File: src/rtl/slider_moves.sv
// slider_moves: ray-scanning move generator for sliding pieces. Scans the enabled
// directions from a source square, then writes one successor board per recorded move.
module slider_moves #(
  parameter int BOARD_DIM = 8,
  parameter int MAX_MOVES = 27,
  parameter int ADDR_W    = 32
) (
  input  logic              clk,
  input  logic              rst,
  output logic              slave_waitrequest,
  input  logic [3:0]        slave_address,
  input  logic              slave_read,
  input  logic              slave_write,
  input  logic [31:0]       slave_writedata,
  output logic [31:0]       slave_readdata,
  input  logic              master_waitrequest,
  output logic [ADDR_W-1:0] master_address,
  output logic              master_read,
  output logic              master_write,
  input  logic [31:0]       master_readdata,
  input  logic              master_readdatavalid,
  output logic [31:0]       master_writedata
);

  localparam int CW    = $clog2(BOARD_DIM) + 2;
  localparam int SQ    = BOARD_DIM * BOARD_DIM;
  localparam int IW    = $clog2(SQ);
  localparam int CNT_W = $clog2(MAX_MOVES + 1);

  localparam logic signed [CW-1:0] ONE  = CW'(1);
  localparam logic signed [CW-1:0] NEG  = '1;
  localparam logic signed [CW-1:0] MAXC = CW'(BOARD_DIM - 1);

  typedef enum logic [3:0] {
    IDLE, RD_SRC, DIR_SEL, STEP, RD_DST, CLASSIFY,
    BRD_SEL, CP_RD, CP_WR, NEXT_SQ, DONE
  } state_t;

  state_t state, state_next;

  logic [ADDR_W-1:0]    src_base, dst_base;
  logic signed [CW-1:0] src_x, src_y, cur_x, cur_y, nxt_x, nxt_y, dx, dy;
  logic [1:0]           mode;
  logic [7:0]           src_piece, dst_piece, cp_data, wr_piece, dir_mask;
  logic [3:0]           dir_idx;
  logic [2:0]           dir_cur;
  logic [IW-1:0]        moves [MAX_MOVES];
  logic [CNT_W-1:0]     count, brd_k;
  logic                 overflow;
  logic [IW-1:0]        sq_i;
  logic                 req_done;
  logic                 cfg_ok, start, rd_res, rd_data_ok, off_board;
  logic                 buf_full, dst_empty, dst_enemy, dir_en;
  logic                 unused_rdata;

  function automatic logic [IW-1:0] square(input logic signed [CW-1:0] x,
                                           input logic signed [CW-1:0] y);
    return IW'(y) * IW'(BOARD_DIM) + IW'(x);
  endfunction

  assign unused_rdata = ^master_readdata[31:8];
  assign cfg_ok     = (state == IDLE) || (state == DONE);
  assign start      = cfg_ok && slave_write && (slave_address == 4'd0);
  assign rd_res     = (state == DONE) && slave_read && (slave_address == 4'd0);
  // Data counts only once the request has been (or is being) accepted.
  assign rd_data_ok = master_readdatavalid && (req_done || !master_waitrequest);
  assign nxt_x      = cur_x + dx;
  assign nxt_y      = cur_y + dy;
  assign off_board  = nxt_x[CW-1] || nxt_y[CW-1] || (nxt_x > MAXC) || (nxt_y > MAXC);
  assign buf_full   = (count == CNT_W'(MAX_MOVES));
  assign dst_empty  = (dst_piece == 8'd0);
  assign dst_enemy  = !dst_empty && (dst_piece[7] != src_piece[7]);
  assign dir_en     = dir_mask[dir_idx[2:0]];

  always_comb begin
    case (mode)
      2'd0:    dir_mask = 8'h0F;
      2'd1:    dir_mask = 8'hF0;
      2'd2:    dir_mask = 8'hFF;
      default: dir_mask = 8'h00;
    endcase
  end

  // Direction order: N, E, S, W, NE, SE, SW, NW with north being +y.
  always_comb begin
    dx = '0;
    dy = '0;
    case (dir_cur)
      3'd0:    dy = ONE;
      3'd1:    dx = ONE;
      3'd2:    dy = NEG;
      3'd3:    dx = NEG;
      3'd4:    begin dx = ONE; dy = ONE; end
      3'd5:    begin dx = ONE; dy = NEG; end
      3'd6:    begin dx = NEG; dy = NEG; end
      default: begin dx = NEG; dy = ONE; end
    endcase
  end

  always_ff @(posedge clk) begin
    if (rst) begin
      state    <= IDLE;
      req_done <= 1'b0;
    end else begin
      state    <= state_next;
      req_done <= (state_next == state) &&
                  (req_done || (master_read && !master_waitrequest));
    end
  end

  always_comb begin
    state_next = state;
    case (state)
      IDLE:     if (start) state_next = RD_SRC;
      RD_SRC:   if (rd_data_ok) state_next = (master_readdata[7:0] == 8'd0) ? DONE : DIR_SEL;
      DIR_SEL:  if (dir_idx[3]) state_next = BRD_SEL;
                else if (dir_en) state_next = STEP;
      STEP:     state_next = off_board ? DIR_SEL : RD_DST;
      RD_DST:   if (rd_data_ok) state_next = CLASSIFY;
      CLASSIFY: if (dst_empty || dst_enemy)
                  state_next = buf_full ? BRD_SEL : (dst_empty ? STEP : DIR_SEL);
                else
                  state_next = DIR_SEL;
      BRD_SEL:  state_next = (brd_k < count) ? CP_RD : DONE;
      CP_RD:    if (rd_data_ok) state_next = CP_WR;
      CP_WR:    if (!master_waitrequest) state_next = NEXT_SQ;
      NEXT_SQ:  state_next = (sq_i == IW'(SQ - 1)) ? BRD_SEL : CP_RD;
      DONE:     if (start) state_next = RD_SRC;
                else if (rd_res) state_next = IDLE;
      default:  state_next = IDLE;
    endcase
  end

  always_ff @(posedge clk) begin
    if (rst) begin
      src_base  <= '0;
      dst_base  <= '0;
      src_x     <= '0;
      src_y     <= '0;
      mode      <= '0;
      cur_x     <= '0;
      cur_y     <= '0;
      src_piece <= '0;
      dst_piece <= '0;
      cp_data   <= '0;
      dir_idx   <= '0;
      dir_cur   <= '0;
      count     <= '0;
      overflow  <= 1'b0;
      brd_k     <= '0;
      sq_i      <= '0;
    end else begin
      if (cfg_ok && slave_write) begin
        case (slave_address)
          4'd0: begin
            count    <= '0;
            overflow <= 1'b0;
            dir_idx  <= '0;
            brd_k    <= '0;
          end
          4'd1:    src_base <= ADDR_W'(slave_writedata);
          4'd2:    dst_base <= ADDR_W'(slave_writedata);
          4'd3:    src_x    <= CW'(slave_writedata);
          4'd4:    src_y    <= CW'(slave_writedata);
          4'd5:    mode     <= slave_writedata[1:0];
          default: ;
        endcase
      end
      case (state)
        RD_SRC:   if (rd_data_ok) src_piece <= master_readdata[7:0];
        DIR_SEL:  if (!dir_idx[3]) begin
                    dir_idx <= dir_idx + 4'd1;
                    if (dir_en) begin
                      dir_cur <= dir_idx[2:0];
                      cur_x   <= src_x;
                      cur_y   <= src_y;
                    end
                  end
        STEP:     if (!off_board) begin
                    cur_x <= nxt_x;
                    cur_y <= nxt_y;
                  end
        RD_DST:   if (rd_data_ok) dst_piece <= master_readdata[7:0];
        CLASSIFY: if (dst_empty || dst_enemy) begin
                    if (buf_full) overflow <= 1'b1;
                    else          count    <= count + 1'b1;
                  end
        BRD_SEL:  sq_i <= '0;
        CP_RD:    if (rd_data_ok) cp_data <= master_readdata[7:0];
        NEXT_SQ:  if (sq_i == IW'(SQ - 1)) brd_k <= brd_k + 1'b1;
                  else                     sq_i  <= sq_i + 1'b1;
        default: ;
      endcase
    end
  end

  always_ff @(posedge clk) begin
    if (state == CLASSIFY && (dst_empty || dst_enemy) && !buf_full)
      moves[count] <= square(cur_x, cur_y);
  end

  always_comb begin
    if (sq_i == moves[brd_k])              wr_piece = src_piece;
    else if (sq_i == square(src_x, src_y)) wr_piece = 8'd0;
    else                                   wr_piece = cp_data;
  end

  always_comb begin
    slave_waitrequest = !cfg_ok;
    slave_readdata    = '0;
    master_read       = 1'b0;
    master_write      = 1'b0;
    master_address    = '0;
    master_writedata  = '0;
    if (state == IDLE || (state == DONE && slave_address == 4'd0))
      slave_readdata = {overflow, 23'd0, 8'(count)};
    case (state)
      RD_SRC: begin
        master_read    = !req_done;
        master_address = src_base + ADDR_W'(square(src_x, src_y));
      end
      RD_DST: begin
        master_read    = !req_done;
        master_address = src_base + ADDR_W'(square(cur_x, cur_y));
      end
      CP_RD: begin
        master_read    = !req_done;
        master_address = src_base + ADDR_W'(sq_i);
      end
      CP_WR: begin
        master_write     = 1'b1;
        master_address   = dst_base + ADDR_W'(brd_k) * ADDR_W'(SQ) + ADDR_W'(sq_i);
        master_writedata = {{24{wr_piece[7]}}, wr_piece};
      end
      default: ;
    endcase
  end

endmodule

File: config.mk
export PLATFORM = sky130hd
export DESIGN_NAME = slider_moves
export DESIGN_NICKNAME = d
export VERILOG_FILES = /design/src/rtl/slider_moves.sv
export SDC_FILE = /design/constraint.sdc
export NUM_CORES = 1
export LEC_CHECK = 0
export CAP_MARGIN = 0
export CORE_ASPECT_RATIO = 0.6
export CORE_MARGIN = 2
export CORE_UTILIZATION = 57
export CTS_CLUSTER_DIAMETER = 150
export DETAILED_ROUTE_END_ITERATION = 8
export PLACE_DENSITY = 0.84
export SYNTH_ARGS = -nofsm -noshare
export SYNTH_HDL_FRONTEND = slang
export SYNTH_SLANG_ARGS = --single-unit
File: constraint.sdc
create_clock -name clk -period 6.7 [get_ports clk]
set_input_delay 1.34 -clock clk [delete_from_list [all_inputs] [get_ports clk]]
set_output_delay 1.34 -clock clk [all_outputs]
set_load 0.05 [all_outputs]
### Word-level counts from Yosys, hierarchy flattened

Memories as Yosys holds them, arrays and structs flattened. A register that Yosys moved wholly into a read port is not among the register bits.
Cells that the tools add are included.

* bits of input ports: 74
* register bits: 139
* word-level logic and storage cells: 178
* RAM bits: 162
* output and inout port bits: 99
* memories: 1

* bitwise logic cells: 1
* reduce and logical (&&, ||, !) cells: 48
* muxes and demuxes: 60
* equal/unequal tests: 33
* add/sub/neg operators: 13
* magnitude comparators: 4

Memories
* moves: depth 27, width 6, read ports 1, clocked after memory_dff 1, wr ports 1, line 47 `logic [IW-1:0] moves [MAX_MOVES];`

Operator list (number)
* 32-bit by 6-bit adder with 32-bit output: 4
* 32-bit one-hot mux with 4 select lines: 1
* 5-bit 2-to-1 mux: 16
* 32-bit 2-to-1 mux: 2
* 4-bit 2-to-1 mux: 15
* 4-bit one-hot mux with 11 select lines: 1
* 5-bit one-hot mux with 2 select lines: 4
* 32-bit by 11-bit adder with 32-bit output: 1
* 4-bit by 3-bit equality test with 1-bit output (second input constant): 6
* 8-bit one-hot mux with 3 select lines: 1
* 2-bit AND reduction: 9
* 4-bit by 2-bit equality test with 1-bit output (second input constant): 4
* 8-bit logical NOT: 2
* 8-bit 2-to-1 mux: 2
* 6-bit by 5-bit adder with 6-bit output: 2
* 4-bit equality test (second input constant): 3
* 6-bit equality test: 2
* 1-bit 2-to-1 mux: 12
* 6-bit one-hot mux with 2 select lines: 1
* 1-bit logical AND: 11
* 5-bit by 1-bit adder with 5-bit output (second input constant): 2
* 5-bit adder: 2
* 5-bit by 4-bit > comparator with 1-bit output (second input constant): 2
* 3-bit equality test (second input constant): 3
* other kinds (28): 51

### Longest topological paths before layout

* depth after elaboration: 11
* mapped depth: 17

### Worst setup path after synthesis

No wires, ideal clock.

* kind: register to output
* start point: reg state[0]
* end point: out master_address[30]
* cell stages (with the launch flop): 18
* path buffers: 3
* data arrival time: 4540 ps
* path slack: 820 ps
* path through: dfxtp_1 -> clkbuf_1 -> buf_1 -> nor3_1 -> clkbuf_1 -> a22oi_1 -> nand2_1 -> ha_1 -> inv_1 -> fa_1 -> nor2b_1 -> o21ai_0 -> a21boi_0 -> o21ai_0 -> a211oi_1 -> nand3_1 -> xor2_1 -> o22ai_1

* longest elaborated chain between the ends: 2
* elaborated cells between the ends (all ways): 5

Ends and longest elaborated chain
* from (decl): line 39 `state_t state, state_next;`
* from (signal assigned): line 105 `state <= state_next;`
* 4-bit equality test (tied with other cells): line 217 `case (state)`
* 32-bit one-hot mux with 4 select lines *: line 217
* to (decl): line 17 `output logic [ADDR_W-1:0] master_address,`

Mark *: on every way between the ends. The rest lies on a longest branch, timed or not.

==> run metrics <==
Crit path arrival time between 5 and 6 ns; DIE HEIGHT approximately 130 um; fin cells between 1,500 and 2,000; Global Route Usage Sum 0.2893; synthesized cell area 15,160 um^2; # diodes 0; worst-skew pair later-pin latency ~0.55 ns; Async S/R FF share, synth 0; Most common cell on crit path buf_4; met2 wire length about 17 mm; flops & latches, synth about 300; sequential power share 0.532; Max VDD drop between 0.15 and 0.2 mV; cells along the critical path buf_4 -> mux4_2 -> mux2_2 -> nand2_1 -> o211ai_1 -> xor2_1 -> nor3_2 -> nand4_2 -> mux2i_2 -> buf_4 -> clkdlybuf4s50_1; Synth warnings 0; worst clock skew ~0.015 ns; Post-DRT Antenna Nets 0; Internal Pwr Total approximately 2.8 mW; WL final ~41 mm; Mapped Cells about 1,500; Pre-antenna DRT Iters 6; H-tree depth 1; slowest CP cell clkdlybuf4s50_1; min cycle time layout between 6 and 7 ns; sw power between 0.8 and 0.9 mW; core outline area around 26,000 um^2; largest area contributor in the netlist edfxtp_1; Slew HR 0.3566; global route overflow 0; worst hold path endpoint dst_piece[6]; Area Growth Syn to Fin 15.06%; RePlAce Congestion ~0.94; Logic pwr share 0.042; Startpoint Class flop; I/O pins about 170; Synth Flop Type edfxtp_1; TritonCTS Buffers 28; top layer in use met4; Mapped Avg Cell Area ~10 um^2; final setup violation count 0; Pleak 6.141 nW; Crit path largest cell delay 0.85 ns; number of placed instances, taps included ~1,900; number of flops mapped to enable cells by yosys between 150 and 200; Iter 0 DRT Violations 1,660; clock buffer depth 3; area of the multi-input gates 6830 um^2; P per Cell Area 209.0 nW/um^2; Slew Limit Fails 0; drt wl/cell between 20 and 25 um; data required time of the critical path roughly 5.4 ns; Worst setup EP type output port; clock transition at the registers of the reported paths about 0.070 ns; DP Area approximately 17,000 um^2; Buf/Inv on CP 3; share of layout cells above drive strength 1 0.09200; Tot Pwr between 3 and 4 mW; IO buf count 122; DR vias 11,918; Root Buffer clkbuf_16; TritonCTS clock tree yes; first-pass GRT wire length around 63 mm; reg-to-reg setup timing slack ~3 ns; Final nets ~1,700; Hold Vio Cnt, Final 0; top-count cell post-synth nand2_1; final instance area roughly 17,000 um^2; # clock sinks between 300 and 400; Setup Crit Path Kind reg2out; largest net degree at the start of global routing 87; Final Cycle Share 0.9553; setup TNS 0 ns; Via-to-Cell Ratio 6.121; Die Width approximately 210 um; unrepaired setup endpoints after global routing no; crit-path max FO 25; status finished, final reports clean; Crit path max-delay family buffers and inverters; met1 wire length roughly 18 mm; FP Rows between 40 and 50; Starting Density 0.5763; register area 7651 um^2; worst slew pin tran 0.9563 ns; reported max-cap violation count 0; die area about 28,000 um^2; FMAX between 0.15 and 0.2 GHz; Hold WC Path Type reg2reg; RR Startpoint dir_cur[0]; Hold Startpoint dst_piece[6]; number of global-route vias before repair about 11,000; sw frac 0.2282; commonest cells in the synthesized netlist nand2_1 (250), edfxtp_1 (162), dfxtp_1 (139); Cell variety after synth between 70 and 80; postcts setup bufs 0; Yosys top cell area share 0.3209; fill count between 1,500 and 2,000; Clk pwr share 0.427; reg2reg end cur_x[2]; main area contributors after synthesis edfxtp_1 (32%), dfxtp_1 (18%), nand2_1 (6.2%); Seq/Total Area, Yosys 0.5045; Final HPWL DP between 20 and 30 mm; # DRC 0; initial antenna violation count 0; Register-to-Register Path Depth 12; hold-critical path depth 2; met3 routed WL just over 5 mm
## per-layer routing
metal	track usage	vias up
met5	0.008333	-
met4	0.06413	0
met3	0.07879	80
met2	0.4148	718
met1	0.4370	5731
li1	-	5389
## stage by stage
stage | hold WS, ns | utilization | setup slack (ns)
2_1_floorplan | 0.4308 | - | 0.8198
3_3_place_gp | 0.4377 | 0.6293 | 0.9866
3_5_place_dp | 0.4438 | 0.6293 | 0.8779
4_1_cts | 0.4526 | 0.6630 | 0.2764
5_1_grt | 0.4703 | 0.6631 | 0.06348
6_report | 0.4521 | 0.6631 | 0.2993
## area by class of cell
cell class                 count  share of cell area
clock buffer                  31             0.04204
tap                          360             0.02583
multi-input combinational   1051              0.3916
inverter                      27            0.005811
sequential                   301              0.4387
timing repair buffer         156             0.08724
clock inverter                21            0.008752
## flip-flops by register name, indices dropped and copies added, names as in the netlist
name,cells
sq_i,6
count,5
mode,2
src_x,5
cur_y,5
src_y,5
brd_k,5
req_done,1
cur_x,5
dst_piece,8
src_piece,8
dst_base,32
src_base,32
cp_data,8
state,4
overflow,1
dir_cur,3
dir_idx,4
moves,162
## power by group through the flow
stage	Sequential, mW	Combinational [mW]	Clock (mW)
5_1_grt	1.94	0.160	1.63
3_3_place_gp	1.98	0.145	0
4_1_cts	1.94	0.148	1.56
6_report	1.94	0.151	1.56
2_1_floorplan	1.98	0.101	0
3_5_place_dp	1.98	0.147	0
## worst max path at each step
stage | startpoint | endpoint | slack [ns] | cells after the start
6_report | brd_k[0] | master_writedata[13] | 0.30 | 11
2_1_floorplan | state[0] | master_address[30] | 0.82 | 17
4_1_cts | brd_k[0] | master_writedata[13] | 0.28 | 11
3_3_place_gp | brd_k[0] | master_writedata[14] | 0.99 | 11
3_5_place_dp | brd_k[0] | master_writedata[13] | 0.88 | 11
5_1_grt | brd_k[0] | master_writedata[31] | 0.06 | 11
## worst min-delay path, delay by kind of cell, from the launching register on
| kind | cells | cell delay, ns |
|---|---|---|
| flops | 1 | 0.30 |
| compound gates | 1 | 0.05 |
| simple gates | 1 | 0.05 |
## layout by cell type, fill, tap and decap left out, types with 44 or more instances in the layout
master and n:
nor2_1 121, mux2i_1 59, edfxtp_1 162, nand2_1 250, dfxtp_1 136, a21oi_1 114
xor2_1 45, xnor2_1 44, clkdlybuf4s50_1 110, nand3_1 55
## logic make-up after synthesis
| family | synth area share |
|---|---|
| xor+xnor | 0.05200 |
| fa+ha+maj | 0.03632 |
| flops | 0.5045 |
| mux | 0.09088 |
| simple gates | 0.1663 |
| other cells | 0.0002474 |
| compound gates | 0.09682 |
| buf+inv | 0.05291 |
## timing repair
item,in CTS,in global routing
resized for setup,0,1
endpoints found under the hold margin,0,0
hold buffers,0,0
setup endpoints to repair,0,2
No activity file was read; power rests on OpenSTA's default activity.
